**src/rtl/muldiv_pkg.sv**
```systemverilog
// Shared definitions for the RV32M iterative multiply/divide unit.
package muldiv_pkg;

    // funct3 encodings of the M-extension instructions
    localparam logic [2:0] MUL    = 3'b000;
    localparam logic [2:0] MULH   = 3'b001;
    localparam logic [2:0] MULHSU = 3'b010;
    localparam logic [2:0] MULHU  = 3'b011;
    localparam logic [2:0] DIV    = 3'b100;
    localparam logic [2:0] DIVU   = 3'b101;
    localparam logic [2:0] REM    = 3'b110;
    localparam logic [2:0] REMU   = 3'b111;

    // Iteration counter width (32 iterations)
    localparam int unsigned CNT_W = 5;

    // Architectural special-case results
    localparam logic [31:0] DIV0_QUOT = 32'hFFFF_FFFF;
    localparam logic [31:0] INT_MIN   = 32'h8000_0000;

    typedef enum logic [1:0] {
        ST_IDLE = 2'd0,
        ST_RUN  = 2'd1,
        ST_DONE = 2'd2
    } state_e;

endpackage

```
**src/rtl/ex_div_step.sv**
```systemverilog
// One combinational restoring-division step on unsigned magnitudes.
module ex_div_step #(
    parameter int unsigned W = 32
) (
    input  logic [W-1:0] i_rem,
    input  logic [W-1:0] i_quo,
    input  logic [W-1:0] i_div,
    output logic [W-1:0] o_rem,
    output logic [W-1:0] o_quo
);

    logic [W:0] w_shift;
    logic [W:0] w_diff;
    logic       w_ge;

    // Shift in the next dividend bit and trial-subtract the divisor
    always_comb begin
        w_shift = {i_rem, i_quo[W-1]};
        w_diff  = w_shift - {1'b0, i_div};
        w_ge    = ~w_diff[W];
        o_rem   = w_ge ? w_diff[W-1:0] : w_shift[W-1:0];
        o_quo   = {i_quo[W-2:0], w_ge};
    end

endmodule

```
**src/rtl/ex_muldiv.sv**
```systemverilog
// RV32M multiply/divide unit for the EX stage. Iterative shift-add multiply
// and restoring divide, 32 iterations each; holds EX via o_stall.
// Optional: EX_MULDIV_FAST_MUL_EN selects a single-cycle multiplier for
// MUL/MULH/MULHSU/MULHU; divide stays iterative.
module ex_muldiv
    import muldiv_pkg::*;
#(
    parameter int unsigned XLEN = 32
) (
    input  logic            i_clk,
    input  logic            i_rst,
    input  logic            i_clk_en,
    input  logic            i_flush,
    input  logic            i_start,
    input  logic [2:0]      i_funct3,
    input  logic [XLEN-1:0] i_op_a,
    input  logic [XLEN-1:0] i_op_b,
    output logic            o_stall,
    output logic            o_busy,
    output logic            o_done,
    output logic [XLEN-1:0] o_result
);

    state_e              r_state;
    state_e              w_state_nxt;
    logic [2:0]          r_fn;
    logic [XLEN-1:0]     r_opnd;
    logic [2*XLEN-1:0]   r_acc;
    logic                r_neg_res;
    logic                r_neg_rem;
    logic [CNT_W-1:0]    r_cnt;
    logic                r_busy;
    logic                r_done;
    logic [XLEN-1:0]     r_result;
    logic                w_busy_nxt;
    logic                w_done_nxt;

    logic                w_is_div;
    logic                w_a_sgn;
    logic                w_b_sgn;
    logic [XLEN-1:0]     w_a_mag;
    logic [XLEN-1:0]     w_b_mag;
    logic                w_div0;
    logic                w_ovf;
    logic [XLEN-1:0]     w_spec_res;
    logic                w_short;
    logic [XLEN-1:0]     w_short_res;

    logic [XLEN:0]       w_mul_sum;
    logic [XLEN-1:0]     w_div_rem;
    logic [XLEN-1:0]     w_div_quo;
    logic [2*XLEN-1:0]   w_acc_step;
    logic [2*XLEN-1:0]   w_prod;
    logic [XLEN-1:0]     w_quo_fix;
    logic [XLEN-1:0]     w_rem_fix;
    logic [XLEN-1:0]     w_fix_res;

    // Operand decode: signedness, magnitudes and the cases that skip iteration
    always_comb begin
        w_is_div   = i_funct3[2];
        w_a_sgn    = i_op_a[XLEN-1] & ((i_funct3 == MULH) | (i_funct3 == MULHSU) |
                                       (i_funct3 == DIV)  | (i_funct3 == REM));
        w_b_sgn    = i_op_b[XLEN-1] & ((i_funct3 == MULH) | (i_funct3 == DIV) |
                                       (i_funct3 == REM));
        w_a_mag    = w_a_sgn ? (~i_op_a + XLEN'(1)) : i_op_a;
        w_b_mag    = w_b_sgn ? (~i_op_b + XLEN'(1)) : i_op_b;
        w_div0     = w_is_div & (i_op_b == '0);
        w_ovf      = ((i_funct3 == DIV) | (i_funct3 == REM)) &
                     (i_op_a == INT_MIN) & (i_op_b == DIV0_QUOT);
        w_spec_res = '0;
        if (w_div0) begin
            w_spec_res = i_funct3[1] ? i_op_a : DIV0_QUOT;
        end else if (w_ovf) begin
            w_spec_res = i_funct3[1] ? '0 : INT_MIN;
        end
    end

`ifdef EX_MULDIV_FAST_MUL_EN
    logic signed [XLEN:0]     w_fa;
    logic signed [XLEN:0]     w_fb;
    logic signed [2*XLEN-1:0] w_fa_x;
    logic signed [2*XLEN-1:0] w_fb_x;
    logic signed [2*XLEN-1:0] w_fp;

    // Single-cycle 33x33 signed product; the extra bit carries operand sign
    always_comb begin
        w_fa        = $signed({w_a_sgn, i_op_a});
        w_fb        = $signed({w_b_sgn, i_op_b});
        w_fa_x      = (2*XLEN)'(w_fa);
        w_fb_x      = (2*XLEN)'(w_fb);
        w_fp        = w_fa_x * w_fb_x;
        w_short     = w_div0 | w_ovf | ~w_is_div;
        w_short_res = (w_div0 | w_ovf) ? w_spec_res :
                      (i_funct3 == MUL) ? w_fp[XLEN-1:0] : w_fp[2*XLEN-1:XLEN];
    end
`else
    // Only the divide special cases complete without iterating
    always_comb begin
        w_short     = w_div0 | w_ovf;
        w_short_res = w_spec_res;
    end
`endif

    ex_div_step #(.W(XLEN)) u_div_step (
        .i_rem (r_acc[2*XLEN-1:XLEN]),
        .i_quo (r_acc[XLEN-1:0]),
        .i_div (r_opnd),
        .o_rem (w_div_rem),
        .o_quo (w_div_quo)
    );

    // One iteration of the datapath plus sign fix-up of the final value
    always_comb begin
        w_mul_sum  = {1'b0, r_acc[2*XLEN-1:XLEN]} + (r_acc[0] ? {1'b0, r_opnd} : '0);
        w_acc_step = r_fn[2] ? {w_div_rem, w_div_quo} : {w_mul_sum, r_acc[XLEN-1:1]};
        w_prod     = r_neg_res ? (~w_acc_step + (2*XLEN)'(1)) : w_acc_step;
        w_quo_fix  = r_neg_res ? (~w_div_quo + XLEN'(1)) : w_div_quo;
        w_rem_fix  = r_neg_rem ? (~w_div_rem + XLEN'(1)) : w_div_rem;
        case (r_fn)
            MUL:                 w_fix_res = w_prod[XLEN-1:0];
            MULH, MULHSU, MULHU: w_fix_res = w_prod[2*XLEN-1:XLEN];
            DIV, DIVU:           w_fix_res = w_quo_fix;
            default:             w_fix_res = w_rem_fix;
        endcase
    end

    // FSM state register
    always_ff @(posedge i_clk) begin
        if (i_rst) begin
            r_state <= ST_IDLE;
        end else if (i_flush) begin
            r_state <= ST_IDLE;
        end else if (i_clk_en) begin
            r_state <= w_state_nxt;
        end
    end

    // FSM next-state logic
    always_comb begin
        w_state_nxt = r_state;
        case (r_state)
            ST_IDLE: begin
                if (i_start) begin
                    w_state_nxt = w_short ? ST_DONE : ST_RUN;
                end
            end
            ST_RUN: begin
                if (r_cnt == CNT_W'(31)) begin
                    w_state_nxt = ST_DONE;
                end
            end
            ST_DONE: w_state_nxt = ST_IDLE;
            default: w_state_nxt = ST_IDLE;
        endcase
    end

    // FSM output logic: status flags follow the state being entered
    always_comb begin
        w_busy_nxt = (w_state_nxt == ST_RUN);
        w_done_nxt = (w_state_nxt == ST_DONE);
    end

    // Registered status flags
    always_ff @(posedge i_clk) begin
        if (i_rst) begin
            r_busy <= 1'b0;
            r_done <= 1'b0;
        end else if (i_flush) begin
            r_busy <= 1'b0;
            r_done <= 1'b0;
        end else if (i_clk_en) begin
            r_busy <= w_busy_nxt;
            r_done <= w_done_nxt;
        end
    end

    // Operand latch, iteration and result capture
    always_ff @(posedge i_clk) begin
        if (i_rst) begin
            r_fn      <= '0;
            r_opnd    <= '0;
            r_acc     <= '0;
            r_neg_res <= 1'b0;
            r_neg_rem <= 1'b0;
            r_cnt     <= '0;
            r_result  <= '0;
        end else if (!i_flush && i_clk_en) begin
            case (r_state)
                ST_IDLE: begin
                    if (i_start) begin
                        r_fn      <= i_funct3;
                        r_cnt     <= '0;
                        r_neg_res <= w_a_sgn ^ w_b_sgn;
                        r_neg_rem <= w_a_sgn;
                        if (w_is_div) begin
                            r_acc  <= {{XLEN{1'b0}}, w_a_mag};
                            r_opnd <= w_b_mag;
                        end else begin
                            r_acc  <= {{XLEN{1'b0}}, w_b_mag};
                            r_opnd <= w_a_mag;
                        end
                        if (w_short) begin
                            r_result <= w_short_res;
                        end
                    end
                end
                ST_RUN: begin
                    r_acc <= w_acc_step;
                    r_cnt <= r_cnt + CNT_W'(1);
                    if (r_cnt == CNT_W'(31)) begin
                        r_result <= w_fix_res;
                    end
                end
                default: ;
            endcase
        end
    end

    assign o_stall  = i_start & ~r_done;
    assign o_busy   = r_busy;
    assign o_done   = r_done;
    assign o_result = r_result;

endmodule

```
**config.mk**
```make
export PLATFORM = sky130hd
export DESIGN_NAME = ex_muldiv
export DESIGN_NICKNAME = d
export VERILOG_FILES = /design/src/rtl/muldiv_pkg.sv /design/src/rtl/ex_div_step.sv /design/src/rtl/ex_muldiv.sv
export SDC_FILE = /design/constraint.sdc
export NUM_CORES = 1
export LEC_CHECK = 0
export CAP_MARGIN = 10
export CORE_UTILIZATION = 25
export CTS_CLUSTER_SIZE = 20
export DETAILED_ROUTE_END_ITERATION = 16
export PLACE_DENSITY = 0.48
export SYNTH_ARGS = -nofsm -noshare
export SYNTH_HDL_FRONTEND = slang
export SYNTH_SLANG_ARGS = --single-unit
```
**constraint.sdc**
```tcl
create_clock -name i_clk -period 6 [get_ports i_clk]
set_input_delay 0.6 -clock i_clk [delete_from_list [all_inputs] [get_ports i_clk]]
set_output_delay 0.6 -clock i_clk [all_outputs]
set_load 0.02 [all_outputs]
```
==> flow_summary.yaml, run 1 <==
logic_synthesis:
  synth_top_area_cell: "sky130_fd_sc_hd__dfxtp_1"
  synth_largest_type_area_fraction_pct: 15.7
  synth_seq_area_share_pct: 15.7
  synth_edf_count: 0
  largest_cells_by_area_after_synthesis: "sky130_fd_sc_hd__dfxtp_1, sky130_fd_sc_hd__a21oi_1, sky130_fd_sc_hd__nor2_1"
  synth_cells: 2650
  mappedNetlistNets: 2796
  synth_commonest_cells: "sky130_fd_sc_hd__nor2_1, sky130_fd_sc_hd__nand2_1, sky130_fd_sc_hd__a21oi_1"
  ys_async_sr_fraction_pct: 0
  syn_area_um2: 18100
  yosys_most_used_dff: "sky130_fd_sc_hd__dfxtp_1"
  synth_area_per_cell_um2: 6.82
  yosysWarningCount: 0
  postSynthRegisterBits: 142
  yosysUniqueCellTypes: 98
  synth.most_common_cell: "sky130_fd_sc_hd__nor2_1"
floorplan:
  die_height_um: 271
  io-pin-count: 107
  dieArea_um2: 73300
  rows: 98
  initial_utilization_pct: 25.3
  die_width_um: 271
  core_um2: 71500
clock_network:
  clock_tree.buffer_depth: 2
  insertion_delay_of_the_later_clocked_pin_in_the_worst_skew_pair_ns: 0.51
  tritoncts: "yes"
  cts_inserted_buffers: 17
  clk_root_buffer_cell: "sky130_fd_sc_hd__clkbuf_16"
  ctsHoldBuffers: 0
  cts_sinks: 142
  clk_pin_slew_worst_paths_ns: 0.07
  ctsHtreeMaxLevel: 4
sta:
  final_max_slew_viol_count: 0
  min_period_ns: 5.61
  clock_skew_ns: 0.00995
  finalCritPeriodShare_pct: 93.5
  report.final.setup_viol: 0
  finalHoldViolations: 0
  maxSlewHeadroom_pct: 27.5
  maxClockFrequency_ghz: 0.178
  tightest_slew_ns: 1.08
  setup_tns_ns: 0
  rsz0062_at_grt: "false"
setup_path:
  worst-setup-path-type: "reg -> reg"
  setup.worst_path.end_class: "flip-flop"
  timing.critical_path.slowest_stage_cell: "sky130_fd_sc_hd__nor4_4"
  cp_cell_sequence: "inv_1, ha_1, inv_1, fa_1, a211oi_2, or4_4, a211oi_4, o211a_1, nor4_4, nor2_8, inv_4, o21ai_0, inv_1, ha_1, nand2_1, or4_1, nor4_1, o22ai_1, or2_2, nor3b_1, mux2_2, a21boi_0, a211oi_1"
  delay_of_the_slowest_cell_on_the_worst_path_ns: 0.46
  start_kind: "flip-flop"
  cp_common_cell: "sky130_fd_sc_hd__inv_1"
  reg2regPathDepth: 23
  cp_data_arrival_time_ns: 5.99
  critPathMaxFanout: 15
  critical_path_cell_count: 23
  timing.critical_path.required_ns: 6.38
  cp_num_buf_inv: 4
  timing.critical_path.max_delay_family: "simple AND/OR/NAND/NOR gates"
grt:
  global_route_wire_length_before_repair_um: 132000
  globalRouteOverflowTotal: 0
  groute.usage.overall_pct: 24.0
  maximum_number_of_pins_on_one_net_before_global_route_repair: 80
  number_of_antenna_violations_at_the_first_check_in_global_routing: 0
  first_global_vias: 19254
final_layout:
  multi_input_gate_area_in_the_final_layout_um2: 14200
  design.final.nets: 2807
  final_layout_size_suffix_gt1_share_pct: 7.52
  area_growth_syn_to_layout_pct: 15.4
  layout.filler_cells: 7835
  seqCellArea_um2: 2850
drt:
  viasPerCell: 5.77
  detail_route.wl_per_cell_um: 24.8
  detail_route.drc_violations: 0
  drt-initial-drc-count: 2357
  vias: 20904
  wl_um: 90000
  postRouteAntennaNets: 0
  drt_pass1_iterations: 5
power_and_ir_drop:
  ir_drop_mv: 0.245
  power_leakage_uw: 0.00756
  power_density_nw_per_um2: 176
  total_power_uw: 3670
min_path:
  hold_depth: 2
  timing.hold.worst.class: "in -> reg"
status:
  status: "complete, no violations"
placement:
  hpwlAfterDp_um: 70300
  io_buffers: 106
  place.gp.congestion: 0.984
flow_run:
  cap_violations: 0
cells in the final DEF (no fill, tap or decap), drive strengths merged, types with 14 or more instances in the layout:
master         Yosys  final
nor2b             14     14
mux2i             71     71
nand4             49     49
buf               45     91
clkbuf           158     18
o21ai            211    211
nor3              74     74
or3               31     31
a22oi             29     29
a221oi            26     26
nand3             51     51
dfxtp            142    142
nand2            265    265
o41ai             16     16
o31ai             41     41
xnor2            127    127
a31oi             32     32
and3              18     18
a211oi            43     43
o21a              22     22
or4               28     28
ha                72     72
nand2b            29     29
nor2             310    310
xor2              79     79
o211ai            28     28
a21oi            260    260
and2              22     22
inv               70     73
a21o              30     30
o221ai            18     18
nor4              33     33
mux2              21     21
clkdlybuf4s50      0    104
through the flow:
stage	instance area (µm²)	hold slack [ns]	util (%)	cells	setup WS, ns
floorplan	18100	0.432	-	2650	0.0238
CTS	20800	0.331	29.1	3623	0.286
global route	20800	0.364	29.2	3623	0.0780
finish	20800	0.355	29.2	3624	0.387
detailed placement	20200	0.445	28.3	3592	0.327
global placement	20200	0.442	28.3	3592	0.380
per-layer routing:
metal	up-vias	part of all wire, %	track usage (%)
met3	115	7.4	3.51
li1	9773	-	-
met1	10109	46	34.5
met4	0	2.4	7.03
met5	-	0	0
met2	907	44	36.6
sequential cells by signal, indices dropped and copies added (netlist names):
| register | cells |
|---|---|
| r_neg_res | 1 |
| r_neg_rem | 1 |
| r_fn | 3 |
| r_state | 2 |
| r_opnd | 32 |
| r_acc | 64 |
| r_cnt | 5 |
| o_busy | 1 |
| o_done | 1 |
| o_result | 32 |
final cells by class:
class                   instances  share of cell area (%)
multi-input cells            2232                    68.2
flip-flops and latches        142                    13.7
repair buffers                195                    8.26
well taps                     950                    5.70
clock buffers                  18                    2.06
inverters                      73                    1.33
clock inverters                13                   0.792
diodes                          1                  0.0120
worst reg2reg max path: cells and delay by family, from the launching register on:
family	cells	cell delay (ns)
compound gates	7	1.35
mux	1	0.36
simple gates	8	2.24
flops	1	0.31
fa+ha+maj	3	0.78
buf+inv	4	0.44
cells by family (layout without fill, tap and decap cells):
family                     Yosys count  after routing  synth area share (%)
and+or+nand+nor                    975            975                  26.1
DFF                                142            142                  15.7
xor gates and xnor gates           206            206                  9.99
AOI/OAI and AO/OA                  885            885                  31.8
muxes                               92             92                  5.26
adders and majority gates           74             74                  5.21
other                                0              1                     0
buffers and inverters              276            299                  5.91
report_power, final:
group	internal (µW)	total (µW)	switching, µW
clock network	652	1180	523
logic	503	1490	983
registers	965	1010	46.4
total	2120	3670	1550
repair_timing:
action	4_1_cts	5_1_grt
setup buffers	0	0
gates resized for setup	0	2
endpoints found under the setup margin	0	3
worst paths after layout:
check | slack [ns] | startpoint | endpoint
max reg2reg | 0.39 | r_acc[31]$_SDFFE_PP0P_ | o_result[26]$_SDFFE_PP0P_
max | 0.39 | r_acc[31]$_SDFFE_PP0P_ | o_result[26]$_SDFFE_PP0P_
min | 0.35 | i_rst | r_opnd[20]$_SDFFE_PP0P_
min reg2reg | 0.45 | r_opnd[21]$_SDFFE_PP0P_ | r_opnd[21]$_SDFFE_PP0P_
Power figures use the tool's default switching activity.
==> run 2: changes to the inputs <==
- RECOVER_POWER: unset -> 25
==> flow_summary.yaml, run 2 (synthesized netlist as in run 1, its figures left out) <==
placement:
  io_buffers: 106
  numPlacedInstances: 3592
  place.gp.congestion: 0.984
  hpwlAfterDp_um: 70300
clock_network:
  clk_pin_slew_worst_paths_ns: 0.07
  clk_root_buffer_cell: "sky130_fd_sc_hd__clkbuf_16"
  tritoncts: "yes"
  clock_tree.buffer_depth: 2
  post_cts.repair.setup_buffers: 0
  insertion_delay_of_the_later_clocked_pin_in_the_worst_skew_pair_ns: 0.51
  ctsHoldBuffers: 0
  ctsHtreeMaxLevel: 4
  cts_sinks: 142
  cts_inserted_buffers: 17
drt:
  detail_route.drc_violations: 0
  drt_pass1_iterations: 5
  viasPerCell: 5.79
  detail_route.wl_per_cell_um: 24.8
  vias: 20967
  drt-initial-drc-count: 2337
  postRouteAntennaNets: 0
  wl_um: 89900
setup_path:
  timing.critical_path.required_ns: 6.37
  cp_data_arrival_time_ns: 5.99
  critPathMaxFanout: 9
  worst-setup-path-type: "reg -> reg"
  start_kind: "flip-flop"
  timing.critical_path.max_delay_family: "compound AO/OA/AOI/OAI gates"
  timing.critical_path.slowest_stage_cell: "sky130_fd_sc_hd__o31ai_4"
  setup.worst_path.end_class: "flip-flop"
  cp_cell_sequence: "ha_1, a21o_1, a211oi_1, nor4_1, o31ai_4, a31oi_1, a211oi_2, ha_1, o2111a_1, nand4_1, nor2_1, nand2_1, nor4_1, buf_4, and4_1, a31oi_1, o311ai_0, a221oi_1"
  cp_num_buf_inv: 1
  delay_of_the_slowest_cell_on_the_worst_path_ns: 0.54
final_layout:
  area_growth_syn_to_layout_pct: 15.3
  layout.cells.non_filler: 3624
  most-common-layout-cells: "sky130_fd_sc_hd__nor2_1, sky130_fd_sc_hd__nand2_1, sky130_fd_sc_hd__a21oi_1"
  largest_reg_flops: 64
  layout.cells.most_common: "sky130_fd_sc_hd__nor2_1"
  top_register: "r_acc"
  design.final.nets: 2807
  final_layout_size_suffix_gt1_share_pct: 7.37
  utilization_pct: 29.1
  layout.filler_cells: 7841
sta:
  setup_tns_ns: 0
  min_period_ns: 5.62
  maxClockFrequency_ghz: 0.178
  report.final.setup_viol: 0
  finalCritPeriodShare_pct: 93.7
  maxSlewHeadroom_pct: -32.8
  clock_skew_ns: 0.0102
  tightest_slew_ns: 1.99
  finalHoldViolations: 0
  final_max_slew_viol_count: 66
  rsz0062_at_grt: "false"
power_and_ir_drop:
  power_density_nw_per_um2: 176
  total_power_uw: 3670
  ir_drop_mv: 0.244
  power_leakage_uw: 0.00767
grt:
  groute.usage.overall_pct: 24.0
  globalRouteOverflowTotal: 0
  maximum_number_of_pins_on_one_net_before_global_route_repair: 80
  number_of_antenna_violations_at_the_first_check_in_global_routing: 1
  global_route_wire_length_before_repair_um: 132000
  first_global_vias: 19254
status:
  violations: "max-capacitance violations, max-slew violations"
  status: "complete, but fails checks"
flow_run:
  cap_violations: 2
floorplan:
  io-pin-count: 107
  initial_utilization_pct: 25.3
  die_height_um: 271
  rows: 98
  dieArea_um2: 73300
  die_width_um: 271
  core_um2: 71500
min_path:
  timing.hold.worst.class: "in -> reg"
[run 2: cell count changes in the layout (fill, tap and decap cells not counted), moves of 2 or more]
| cell | delta |
|---|---|
| sky130_fd_sc_hd__buf_4 | -3 |
| sky130_fd_sc_hd__clkbuf_1 | +2 |
| sky130_fd_sc_hd__clkdlybuf4s50_1 | -34 |
| sky130_fd_sc_hd__dlygate4sd3_1 | +34 |
[run 2: timing repair]
item                                    CTS  global route
endpoints found under the setup margin    0             3
resized for setup                         0             2
endpoints found under the hold margin     0             0
[run 2: stage by stage]
stage	hold slack [ns]	area, µm²	worst slack [ns]
2_1_floorplan	0.432	18100	0.0238
4_1_cts	0.331	20800	0.286
5_1_grt	0.364	20800	0.0776
3_5_place_dp	0.445	20200	0.327
3_3_place_gp	0.442	20200	0.380
6_report	0.354	20800	0.376
[run 2: layout make-up]
type / instances / area [µm²] / share of cell area, %
multi-input combinational: 2232 / 14200 / 68.2
sequential: 142 / 2850 / 13.7
timing repair buffer: 195 / 1710 / 8.22
tap: 950 / 1190 / 5.71
clock buffer: 18 / 429 / 2.06
inverter: 73 / 277 / 1.33
clock inverter: 13 / 165 / 0.793
antenna: 1 / 2.50 / 0.0120
[run 2: path summary, 6_finish.rpt]
kind	from	endpoint	slack [ns]	depth (start not counted)
worst max register to register	r_acc[48]$_SDFFE_PP0P_	o_result[28]$_SDFFE_PP0P_	0.38	18
worst min register to register	r_opnd[21]$_SDFFE_PP0P_	r_opnd[21]$_SDFFE_PP0P_	0.45	2
worst max-delay path	r_acc[48]$_SDFFE_PP0P_	o_result[28]$_SDFFE_PP0P_	0.38	18
worst min-delay path	i_rst	r_acc[63]$_SDFFE_PP0P_	0.35	2
[run 2: where the power goes]
group          switching, µW  internal, µW  leakage, µW
logic                    983           503      0.00623
registers               46.3           965      0.00115
clock network            521           652     0.000290
[run 2: metal layers]
| metal | part of all wire (%) | track usage (%) | wire length [µm] | vias up |
|---|---|---|---|---|
| li1 | - | - | - | 9782 |
| met1 | 46 | 34.5 | 41500 | 10088 |
| met2 | 44 | 36.6 | 39300 | 989 |
| met3 | 7.7 | 3.51 | 6960 | 108 |
| met4 | 2.4 | 7.03 | 2150 | 0 |
| met5 | 0 | 0 | 0 | - |
[run 2: worst reg2reg max path, cell delays in order, from the launching register on]
cell and delay [ns]:
sky130_fd_sc_hd__dfxtp_1 0.52, sky130_fd_sc_hd__ha_1 0.40, sky130_fd_sc_hd__a21o_1 0.28, sky130_fd_sc_hd__a211oi_1 0.30, sky130_fd_sc_hd__nor4_1 0.15, sky130_fd_sc_hd__o31ai_4 0.54, sky130_fd_sc_hd__a31oi_1 0.23, sky130_fd_sc_hd__a211oi_2 0.37
sky130_fd_sc_hd__ha_1 0.29, sky130_fd_sc_hd__o2111a_1 0.32, sky130_fd_sc_hd__nand4_1 0.18, sky130_fd_sc_hd__nor2_1 0.36, sky130_fd_sc_hd__nand2_1 0.15, sky130_fd_sc_hd__nor4_1 0.27, sky130_fd_sc_hd__buf_4 0.19, sky130_fd_sc_hd__and4_1 0.24
sky130_fd_sc_hd__a31oi_1 0.10, sky130_fd_sc_hd__o311ai_0 0.44, sky130_fd_sc_hd__a221oi_1 0.17
==> run 3: changes to the inputs <==
- RECOVER_POWER: 25 -> 50
==> flow_summary.yaml, run 3 (synthesized netlist as in run 1, its figures left out) <==
clock_network:
  insertion_delay_of_the_later_clocked_pin_in_the_worst_skew_pair_ns: 0.51
  cts_sinks: 142
  clock_tree.buffer_depth: 2
  cts_inserted_buffers: 17
  clk_root_buffer_cell: "sky130_fd_sc_hd__clkbuf_16"
  ctsHoldBuffers: 0
  post_cts.repair.setup_buffers: 0
  clk_pin_slew_worst_paths_ns: 0.07
  ctsHtreeMaxLevel: 4
  tritoncts: "yes"
final_layout:
  largest_reg_flops: 64
  design.final.nets: 2807
  top_register: "r_acc"
  layout.cells.most_common: "sky130_fd_sc_hd__nor2_1"
  most-common-layout-cells: "sky130_fd_sc_hd__nor2_1, sky130_fd_sc_hd__nand2_1, sky130_fd_sc_hd__a21oi_1"
  area_growth_syn_to_layout_pct: 15.2
  final_layout_size_suffix_gt1_share_pct: 7.11
drt:
  viasPerCell: 5.75
  drt_pass1_iterations: 6
  wl_um: 90100
  drt-initial-drc-count: 2373
  detail_route.drc_violations: 0
  detail_route.wl_per_cell_um: 24.9
  postRouteAntennaNets: 0
  vias: 20841
placement:
  io_buffers: 106
  place.gp.congestion: 0.984
  hpwlAfterDp_um: 70300
  preCtsSetupSlack_ns: 0.327
floorplan:
  core_um2: 71500
  io-pin-count: 107
  initial_utilization_pct: 25.3
  dieArea_um2: 73300
  die_width_um: 271
  rows: 98
  die_height_um: 271
sta:
  setup_tns_ns: 0
  tightest_slew_ns: 2.28
  min_period_ns: 5.71
  maxSlewHeadroom_pct: -52.0
  final.setup.worst_slack_ns: 0.288
  finalHoldViolations: 0
  rsz0062_at_grt: "false"
  final_max_slew_viol_count: 95
  maxClockFrequency_ghz: 0.175
  report.final.setup_viol: 0
  finalCritPeriodShare_pct: 95.2
  clock_skew_ns: 0.00966
status:
  status: "complete, but fails checks"
  violations: "max-capacitance violations, max-slew violations"
power_and_ir_drop:
  power.internal_uw: 2120
  p_seq_share_pct: 27.6
  power_leakage_uw: 0.00765
  power_density_nw_per_um2: 176
  clock_network_power_share_pct: 32.0
  switching_part_of_the_total_power_pct: 42.3
  pwr-share-comb_pct: 40.4
  switching_power_uw: 1550
  ir_drop_mv: 0.248
grt:
  global_route_wire_length_before_repair_um: 132000
  globalRouteOverflowTotal: 0
  number_of_antenna_violations_at_the_first_check_in_global_routing: 2
  groute.usage.overall_pct: 24.0
  maximum_number_of_pins_on_one_net_before_global_route_repair: 80
  first_global_vias: 19254
setup_path:
  cp_common_cell: "sky130_fd_sc_hd__clkbuf_1"
  worst-setup-path-type: "reg -> reg"
  start_kind: "flip-flop"
  timing.critical_path.slowest_stage_cell: "sky130_fd_sc_hd__clkbuf_1"
  setup.worst_path.end_class: "flip-flop"
  cp_cell_sequence: "clkbuf_1, inv_1, nor2_1, clkbuf_1, nor3_2, buf_4, a21oi_1, o21ai_0, a211o_1, o21a_1"
  cp_data_arrival_time_ns: 6.12
  timing.critical_path.required_ns: 6.40
  critPathMaxFanout: 37
  ff2ff_setup_slack_ns: 0.29
  timing.critical_path.max_delay_family: "buffers and inverters"
  cp_num_buf_inv: 4
  delay_of_the_slowest_cell_on_the_worst_path_ns: 1.40
flow_run:
  cap_violations: 3
min_path:
  timing.hold.worst.class: "in -> reg"
-- run 3: cell count changes in the layout (fill, tap and decap cells not counted), sizes merged --
cell / delta
buf: -4
dlygate4sd3: +2
clkbuf: +4
clkdlybuf4s50: -2
-- run 3: repair_timing --
item	4_1_cts	5_1_grt
hold endpoints to repair	0	0
resized for setup	0	2
setup endpoints to repair	0	3
-- run 3: power groups by stage --
stage | Clock (µW) | Sequential, µW | Combinational (µW)
6_report | 1180 | 1010 | 1480
5_1_grt | 1220 | 1010 | 1580
4_1_cts | 1190 | 1010 | 1450
3_5_place_dp | 0 | 1030 | 1450
3_3_place_gp | 0 | 1030 | 1450
2_1_floorplan | 0 | 997 | 970
-- run 3: path summary, 6_finish.rpt --
path,end,from,cells past startpoint
worst max-delay path,o_result[27]$_SDFFE_PP0P_,r_state[0]$_SDFFE_PP0P_,10
worst min register to register,r_opnd[21]$_SDFFE_PP0P_,r_opnd[21]$_SDFFE_PP0P_,2
worst max register to register,o_result[27]$_SDFFE_PP0P_,r_state[0]$_SDFFE_PP0P_,10
worst min-delay path,r_opnd[20]$_SDFFE_PP0P_,i_rst,2
-- run 3: final cells by class --
type	instances	area, µm²
Clock inverter	13	165
Inverter	73	277
Fill cell	7849	50700
Timing Repair Buffer	195	1700
Sequential cell	142	2850
Multi-Input combinational cell	2232	14200
Clock buffer	18	429
Tap cell	950	1190
Antenna cell	1	2.50
-- run 3: per-layer routing --
metal	share of wire, %	global-route usage [%]	vias to the layer above
li1	-	-	9777
met1	46	34.5	10089
met2	44	36.6	868
met3	7.7	3.51	105
met4	2.4	7.03	2
met5	0.014	0	-
-- run 3: stage by stage --
| step | total power (µW) | hold WS [ns] | area [µm²] | util [%] | std cells |
|---|---|---|---|---|---|
| floorplan | 1970 | 0.432 | 18100 | - | 2650 |
| global placement | 2480 | 0.442 | 20200 | 28.3 | 3592 |
| detailed placement | 2480 | 0.445 | 20200 | 28.3 | 3592 |
| CTS | 3650 | 0.331 | 20800 | 29.1 | 3623 |
| global route | 3820 | 0.364 | 20800 | 29.1 | 3623 |
| finish | 3670 | 0.349 | 20800 | 29.1 | 3624 |
